$ cat config.mk
export PLATFORM = sky130hd
export DESIGN_NAME = exec_ctrl
export DESIGN_NICKNAME = d
export VERILOG_FILES = /design/src/rtl/exec_ctrl.sv
export SDC_FILE = /design/constraint.sdc
export NUM_CORES = 1
export LEC_CHECK = 0
export BUFFER_PORTS_ARGS = -buffer_cell sky130_fd_sc_hd__buf_2
export CAP_MARGIN = 20
export CORE_MARGIN = 10
export CORE_UTILIZATION = 25
export CTS_BUF_LIST = sky130_fd_sc_hd__clkbuf_2
export CTS_CLUSTER_SIZE = 16
export DETAILED_ROUTE_END_ITERATION = 7
export GPL_ROUTABILITY_DRIVEN = 0
export GPL_TIMING_DRIVEN = 0
export HOLD_SLACK_MARGIN = 0.06
export PLACE_DENSITY_LB_ADDON = 0.1
export SYNTH_ARGS = -nofsm -noshare
export SYNTH_HDL_FRONTEND = slang
export SYNTH_SLANG_ARGS = --single-unit
$ cat constraint.sdc
create_clock -name clk -period 2 [get_ports clk]
set_clock_uncertainty 0.05 [all_clocks]
set_input_delay 0.5 -clock clk [delete_from_list [all_inputs] [get_ports clk]]
set_output_delay 0.5 -clock clk [all_outputs]
set_load 0.03 [all_outputs]
$ cat src/rtl/exec_ctrl.sv
// Execute-stage sequencer: accepts one op, drives an external combinational ALU, holds the shaped result.
// Optional macro EXEC_SERIAL_SHIFT_EN routes nonzero logical/arithmetic shifts through a one-bit-per-cycle SHIFT loop.
//
// state | meaning
// IDLE  | ready for a new op
// RUN   | single-cycle ALU evaluation of the latched op
// SHIFT | serial shift, one bit per cycle until count reaches 1
// HOLD  | result presented, waiting for out_ready
module exec_ctrl #(
  parameter int REGISTER_WIDTH = 32,
  parameter int ALU_CTRL_WIDTH = 5
) (
  input  logic                      clk,
  input  logic                      rst,
  input  logic                      flush,
  input  logic                      in_valid,
  output logic                      in_ready,
  input  logic [ALU_CTRL_WIDTH-1:0] in_op,
  input  logic [REGISTER_WIDTH-1:0] in_opa,
  input  logic [REGISTER_WIDTH-1:0] in_opb,
  output logic [ALU_CTRL_WIDTH-1:0] alu_op,
  output logic [REGISTER_WIDTH-1:0] alu_a,
  output logic [REGISTER_WIDTH-1:0] alu_b,
  input  logic [REGISTER_WIDTH-1:0] alu_out,
  input  logic                      alu_bcond,
  output logic                      out_valid,
  input  logic                      out_ready,
  output logic [REGISTER_WIDTH-1:0] out_result,
  output logic                      out_bcond,
  output logic                      busy
);

  localparam int OP_MSB = ALU_CTRL_WIDTH - 1;

  typedef enum logic [1:0] {
    S_IDLE  = 2'd0,
    S_RUN   = 2'd1,
    S_SHIFT = 2'd2,
    S_HOLD  = 2'd3
  } state_t;

  state_t r_state;
  state_t w_next;

  logic                      w_accept;
  logic                      w_capture;
  logic                      w_branch_grp;
  logic [ALU_CTRL_WIDTH-1:0] r_op;
  logic [REGISTER_WIDTH-1:0] r_opa;
  logic [REGISTER_WIDTH-1:0] r_opb;
  logic [REGISTER_WIDTH-1:0] r_result;
  logic                      r_bcond;

`ifdef EXEC_SERIAL_SHIFT_EN
  logic [4:0]                r_cnt;
  logic [REGISTER_WIDTH-1:0] r_acc;
  logic                      w_shift_start;

  assign w_shift_start = ~in_op[OP_MSB]
                       & ((in_op[3:0] == 4'b0001) | (in_op[3:0] == 4'b0101) | (in_op[3:0] == 4'b1101))
                       & (in_opb[4:0] != 5'd0);
`endif

  assign in_ready   = (r_state == S_IDLE) & ~flush & ~rst;
  assign w_accept   = in_valid & in_ready;
  assign busy       = (r_state != S_IDLE);
  assign out_valid  = (r_state == S_HOLD);
  assign out_result = r_result;
  assign out_bcond  = r_bcond;

  // Branch group reports only the condition; JALR/LUI live in the same group but return a value.
  assign w_branch_grp = r_op[OP_MSB] & (r_op[3:0] != 4'b1000) & (r_op[3:0] != 4'b1001);

`ifdef EXEC_SERIAL_SHIFT_EN
  assign w_capture = ~flush & ((r_state == S_RUN) | ((r_state == S_SHIFT) & (r_cnt == 5'd1)));
`else
  assign w_capture = ~flush & (r_state == S_RUN);
`endif

  always_ff @(posedge clk) begin
    if (rst) begin
      r_state <= S_IDLE;
    end else begin
      r_state <= w_next;
    end
  end

  always_comb begin
    w_next = r_state;
    if (flush) begin
      w_next = S_IDLE;
    end else begin
      case (r_state)
        S_IDLE: begin
          if (w_accept) begin
`ifdef EXEC_SERIAL_SHIFT_EN
            w_next = w_shift_start ? S_SHIFT : S_RUN;
`else
            w_next = S_RUN;
`endif
          end
        end
        S_RUN:  w_next = S_HOLD;
`ifdef EXEC_SERIAL_SHIFT_EN
        S_SHIFT: begin
          if (r_cnt == 5'd1) w_next = S_HOLD;
        end
`endif
        S_HOLD: begin
          if (out_ready) w_next = S_IDLE;
        end
        default: w_next = S_IDLE;
      endcase
    end
  end

  always_comb begin
    alu_op = '0;
    alu_a  = '0;
    alu_b  = '0;
    case (r_state)
      S_RUN: begin
        alu_op = r_op;
        alu_a  = r_opa;
        alu_b  = r_opb;
      end
`ifdef EXEC_SERIAL_SHIFT_EN
      S_SHIFT: begin
        alu_op = r_op;
        alu_a  = r_acc;
        alu_b  = {{(REGISTER_WIDTH-1){1'b0}}, 1'b1};
      end
`endif
      default: begin
        alu_op = '0;
        alu_a  = '0;
        alu_b  = '0;
      end
    endcase
  end

  always_ff @(posedge clk) begin
    if (rst) begin
      r_op     <= '0;
      r_opa    <= '0;
      r_opb    <= '0;
      r_result <= '0;
      r_bcond  <= 1'b0;
`ifdef EXEC_SERIAL_SHIFT_EN
      r_cnt    <= 5'd0;
      r_acc    <= '0;
`endif
    end else begin
      if (w_accept) begin
        r_op  <= in_op;
        r_opa <= in_opa;
        r_opb <= in_opb;
`ifdef EXEC_SERIAL_SHIFT_EN
        r_cnt <= in_opb[4:0];
        r_acc <= in_opa;
`endif
      end
`ifdef EXEC_SERIAL_SHIFT_EN
      if ((r_state == S_SHIFT) && !flush) begin
        r_acc <= alu_out;
        r_cnt <= r_cnt - 5'd1;
      end
`endif
      if (w_capture) begin
        r_result <= w_branch_grp ? '0 : alu_out;
        r_bcond  <= w_branch_grp ? alu_bcond : 1'b0;
      end
    end
  end

endmodule

### Word-level counts from Yosys, hierarchy flattened

Index checks and enable logic that the tools add are counted.

| word-level totals | value |
|---|---|
| register bits | 104 |
| output and inout port bits | 105 |

| operators by class | value |
|---|---|
| equal/unequal tests | 6 |
| muxes and demuxes | 8 |
| bitwise operators | 8 |
| reductions and logical operators | 4 |

Operator list:

| cell | number |
|---|---|
| $mux W32 | 3 |
| $ne A4 B4 Y1 const B | 2 |
| $and A1 B1 Y1 | 6 |
| $pmux W2 S3 | 1 |
| $mux W5 | 1 |
| $mux W2 | 2 |
| $eq A2 B1 Y1 const B | 1 |
| $eq A2 B2 Y1 const B | 1 |
| $logic_not A2 Y1 | 1 |
| $ne A2 B1 Y1 const B | 1 |
| $ne A2 B2 Y1 const B | 1 |
| $not A1 Y1 | 2 |
| $reduce_and A2 Y1 | 1 |
| $reduce_bool A2 Y1 | 1 |
| $reduce_or A2 Y1 | 1 |
| $mux W1 | 1 |

### Logic depth before layout (Yosys ltp)

| depth | value |
|---|---|
| depth after elaboration | 6 |
| depth in mapped cells | 7 |

### Worst setup path before layout

Ideal clock, no wire load.

| path | value |
|---|---|
| path kind | in2out |
| start | input port rst |
| end | output port in_ready |
| arrival time | 1445 ps |
| data required time | 1450 ps |
| path slack | 5 ps |
| stages on the path | 5 |
| cells stage by stage | clkbuf_1 -> or4_1 -> buf_4 -> inv_6 -> buf_6 |

| on the way | value |
|---|---|
| longest elaborated chain between the ends | 2 |

RTL lines:

| element | RTL line | RTL |
|---|---|---|
| start, declared | 14 | `input logic rst,` |
| $not A1 Y1 | 64 | `assign in_ready = (r_state == S_IDLE) & ~flush & ~rst;` |
| $and A1 B1 Y1 | 64 |  |
| end, declared | 17 | `output logic in_ready,` |

No other way between the ends.

### Worst setup path in the final report

| path | value |
|---|---|
| start | register r_state[1] |
| end | output port in_ready |

| on the way | value |
|---|---|
| longest elaborated chain between the ends | 3 |

RTL lines:

| element | RTL line | RTL |
|---|---|---|
| start, declared | 42 | `state_t r_state;` |
| start signal, assigned | 84 | `r_state <= w_next;` |
| $logic_not A2 Y1 | 64 |  |
| $and A1 B1 Y1 (2 in a row) | 64 |  |

No other way between the ends.

==> metrics.txt <==
status=complete, but fails checks; failing checks=negative setup slack; Worst Hold Launch=in_op[3]; kind of critical path=reg -> out; num ports=212; top achievable clock speed=428.3 MHz; crit path time final=2.335 ns; die height=150.2 um; global-route wire length before repair=26.84 mm; Yosys top cell area share=0.4913; total global-route track usage=0.1491; Setup WS post-layout=-0.3346 ns; Post-Syn Instances=482; CORE AREA=0.01658 mm2; non-filler cells in the finished layout=1033; Worst path max stage delay=0.58 ns; FF-to-FF path depth=5; vias in the first global route=5028; RSZ-0062 raised after global routing=yes; Post-synth ARST share=0; worst hold endpoint=r_op[3]$_SDFFE_PP0P_; XOR/XNOR Fraction of Synth Area=0; flops & latches, synth=104; Setup crit end kind=output pin; nets@finish=913; Hold Crit Depth=3; Synth Area in Simple Gates=0.2011; mean post-synth cell area=8.792 um2; share of cells above drive strength 1=0.3909; Critical Path RT=1.45 ns; global route overflow=0; CTS tree=built; crit-path cells=or4_4 -> inv_12 -> buf_8; Main synth FF type=dfxtp_1; Final Hold Vio Count=0; measured slew at the worst slew-check pin=0.5754 ns; largest cells by area after synthesis=dfxtp_1 (49%), and2_1 (10%), nand3_1 (8.3%); Setup Viol. Count Final=70; Clock H-tree levels=3; post-synth cell types=27; Pwr Density=530.7 mW/mm2; initial antenna violation count=2; min-delay worst type=in -> reg; Setup crit start kind=flop; synthesis-to-finish area growth=75.02%; vias per cell=4.519; DR WL/cell=16.70 um; Pins Over Slew Limit=0; slowest CP cell=or4_4; main combinational cell family by area after synthesis=compound AO/OA/AOI/OAI gates; worst path bufs/invs=2; post-synthesis sequential area ratio=0.4913; R2R Path End=r_opa[25]$_SDFFE_PP0P_; pin count of the biggest net entering global routing=17; Mapped Area=0.004238 mm2; Warnings, synthesis=0; Fin Setup TNS=-20.86 ns; Worst R2R Setup Slack=0.12 ns; clock net sink count=104; maximum vdd drop=0.2430 mV; CP max FO=5; Synth Area in Adders=0; Initial Util=0.2555; Clock power frac=0.255; cell family with most CP delay=simple AND/OR/NAND/NOR gates; Post-Route WL=17.25 mm; Post-route DRC=0; Seq pwr share=0.553; number of port buffers=209; Internal Dissipation=2.815 mW; Routed Antenna Nets=0; critical path arrival=1.78 ns; Final Cycle Share=1.167; Power, Total=3.936 mW; dpl hpwl=12.21 mm; compound-gate portion of the synthesized area=0.2338; Inserted Clock Buffers=9; Post-synth top cells=dfxtp_1 (104), and2_1 (70), nand3_1 (70), a21oi_1 (68), o21ai_0 (48); EDFF count, synth=0; Root Buffer=clkbuf_2; Synth Net Count=589; die area=0.02256 mm2; routed via count=4668; Worst-Skew Late Latency=0.57 ns; site row count=47; mux cell area share after synthesis=0; Die X=150.2 um; area occupied by multi-input gates=0.001969 mm2; placed insts=911; Combinational Power Share=0.192; clock buffer depth=2; Rel. slew slack=0.6164; Reg area=0.002087 mm2; 1st-pass router iterations=4; largest area contributor in the netlist=dfxtp_1; Leak=3.207 nW; switch share=0.2850; Max Cap Viol=0; most common cell in the netlist=dfxtp_1; Detailed Route Iter0 Violations=215; Fill cells=1657; Reg clk slew, reported paths=0.25 ns; sw power=1.122 mW; r2r startpoint=r_state[1]$_SDFFE_PP0P_
-- repair_timing --
action	4_1_cts	5_1_grt
gates cloned	1	2
resized for setup	157	83
hold buffers	100	0
hold endpoints to repair	100	0
endpoints found under the setup margin	71	84
buffers inserted	2	1
pin swaps	1	14
-- area by class of cell --
type / count / share of cell area
buffer: 50 / 0.04875
antenna: 2 / 0.0006748
tap: 220 / 0.03711
clock inverter: 6 / 0.008097
clock buffer: 10 / 0.006748
sequential: 104 / 0.2814
inverter: 4 / 0.003711
timing repair buffer: 315 / 0.3480
multi-input combinational: 322 / 0.2655
-- how the worst max path moves through the flow --
stage	slack (ns)	cells after the start	endpoint	from
floorplan	0.005	5	in_ready	rst
global placement	-0.41	6	in_ready	rst
detailed placement	-0.41	6	in_ready	rst
CTS	-0.43	4	in_ready	r_state[0]$_SDFFE_PP0P_
global route	-0.47	5	alu_a[2]	r_state[0]$_SDFFE_PP0P_
finish	-0.33	3	in_ready	r_state[1]$_SDFFE_PP0P_
-- registers in the layout, summed over array words and instances, names as in the netlist --
signal,cells
out_bcond,1
out_result,32
r_op,5
r_opa,32
r_opb,32
r_state,2
-- per-stage QoR --
step / hold WS [ns] / instance area [um2] / utilization / setup WS (ns)
after floorplan: 0.3887 / 4238 / - / 0.004826
after global placement: 0.3936 / 5559 / 0.3352 / -0.4113
after detailed placement: 0.4021 / 5559 / 0.3352 / -0.4128
after CTS: 0.09332 / 7152 / 0.4313 / -0.4328
after global routing: 0.08971 / 7417 / 0.4473 / -0.4739
final: 0.1636 / 7417 / 0.4473 / -0.3346
-- per-layer routing --
| layer | global-route usage | vias to the layer above | share of wire |
|---|---|---|---|
| met3 | 0.03752 | 19 | 0.059 |
| met5 | 0 | - | 0 |
| met4 | 0.05394 | 0 | 0.019 |
| li1 | - | 2338 | - |
| met2 | 0.2511 | 134 | 0.49 |
| met1 | 0.1800 | 2177 | 0.43 |
-- power groups by stage --
stage          clock network (mW)  registers (mW)  logic, mW
2_1_floorplan                   0            2.24      0.267
3_3_place_gp                    0            2.21      0.526
3_5_place_dp                    0            2.21      0.530
4_1_cts                      1.07            2.18      0.730
5_1_grt                      1.14            2.19      0.828
6_report                     1.00            2.18      0.756
-- worst min-delay path, stage by stage --
cell and delay, ns:
buf_2 0.08, nand3_1 0.08, o21ai_0 0.10
-- logic make-up after synthesis --
| group | after synthesis |
|---|---|
| AO/OA/AOI/OAI | 171 |
| flip-flops | 104 |
| buffers and inverters | 56 |
| AND/OR/NAND/NOR | 151 |
-- cells in the final DEF (no fill, tap or decap), types with 2 or more instances in the layout --
master / count
and2_1: 24
o21ai_1: 23
buf_8: 6
dfxtp_1: 102
clkinv_2: 2
o21ai_0: 44
or2_2: 2
buf_6: 82
buf_1: 3
clkbuf_16: 2
nor2_1: 2
diode_2: 2
clkbuf_2: 11
buf_4: 4
dlygate4sd3_1: 100
nand3_1: 70
a22o_1: 32
nand2b_1: 2
buf_2: 151
inv_1: 2
a21oi_1: 68
and2_4: 46
clkbuf_1: 15
Power figures use the tool's default switching activity.
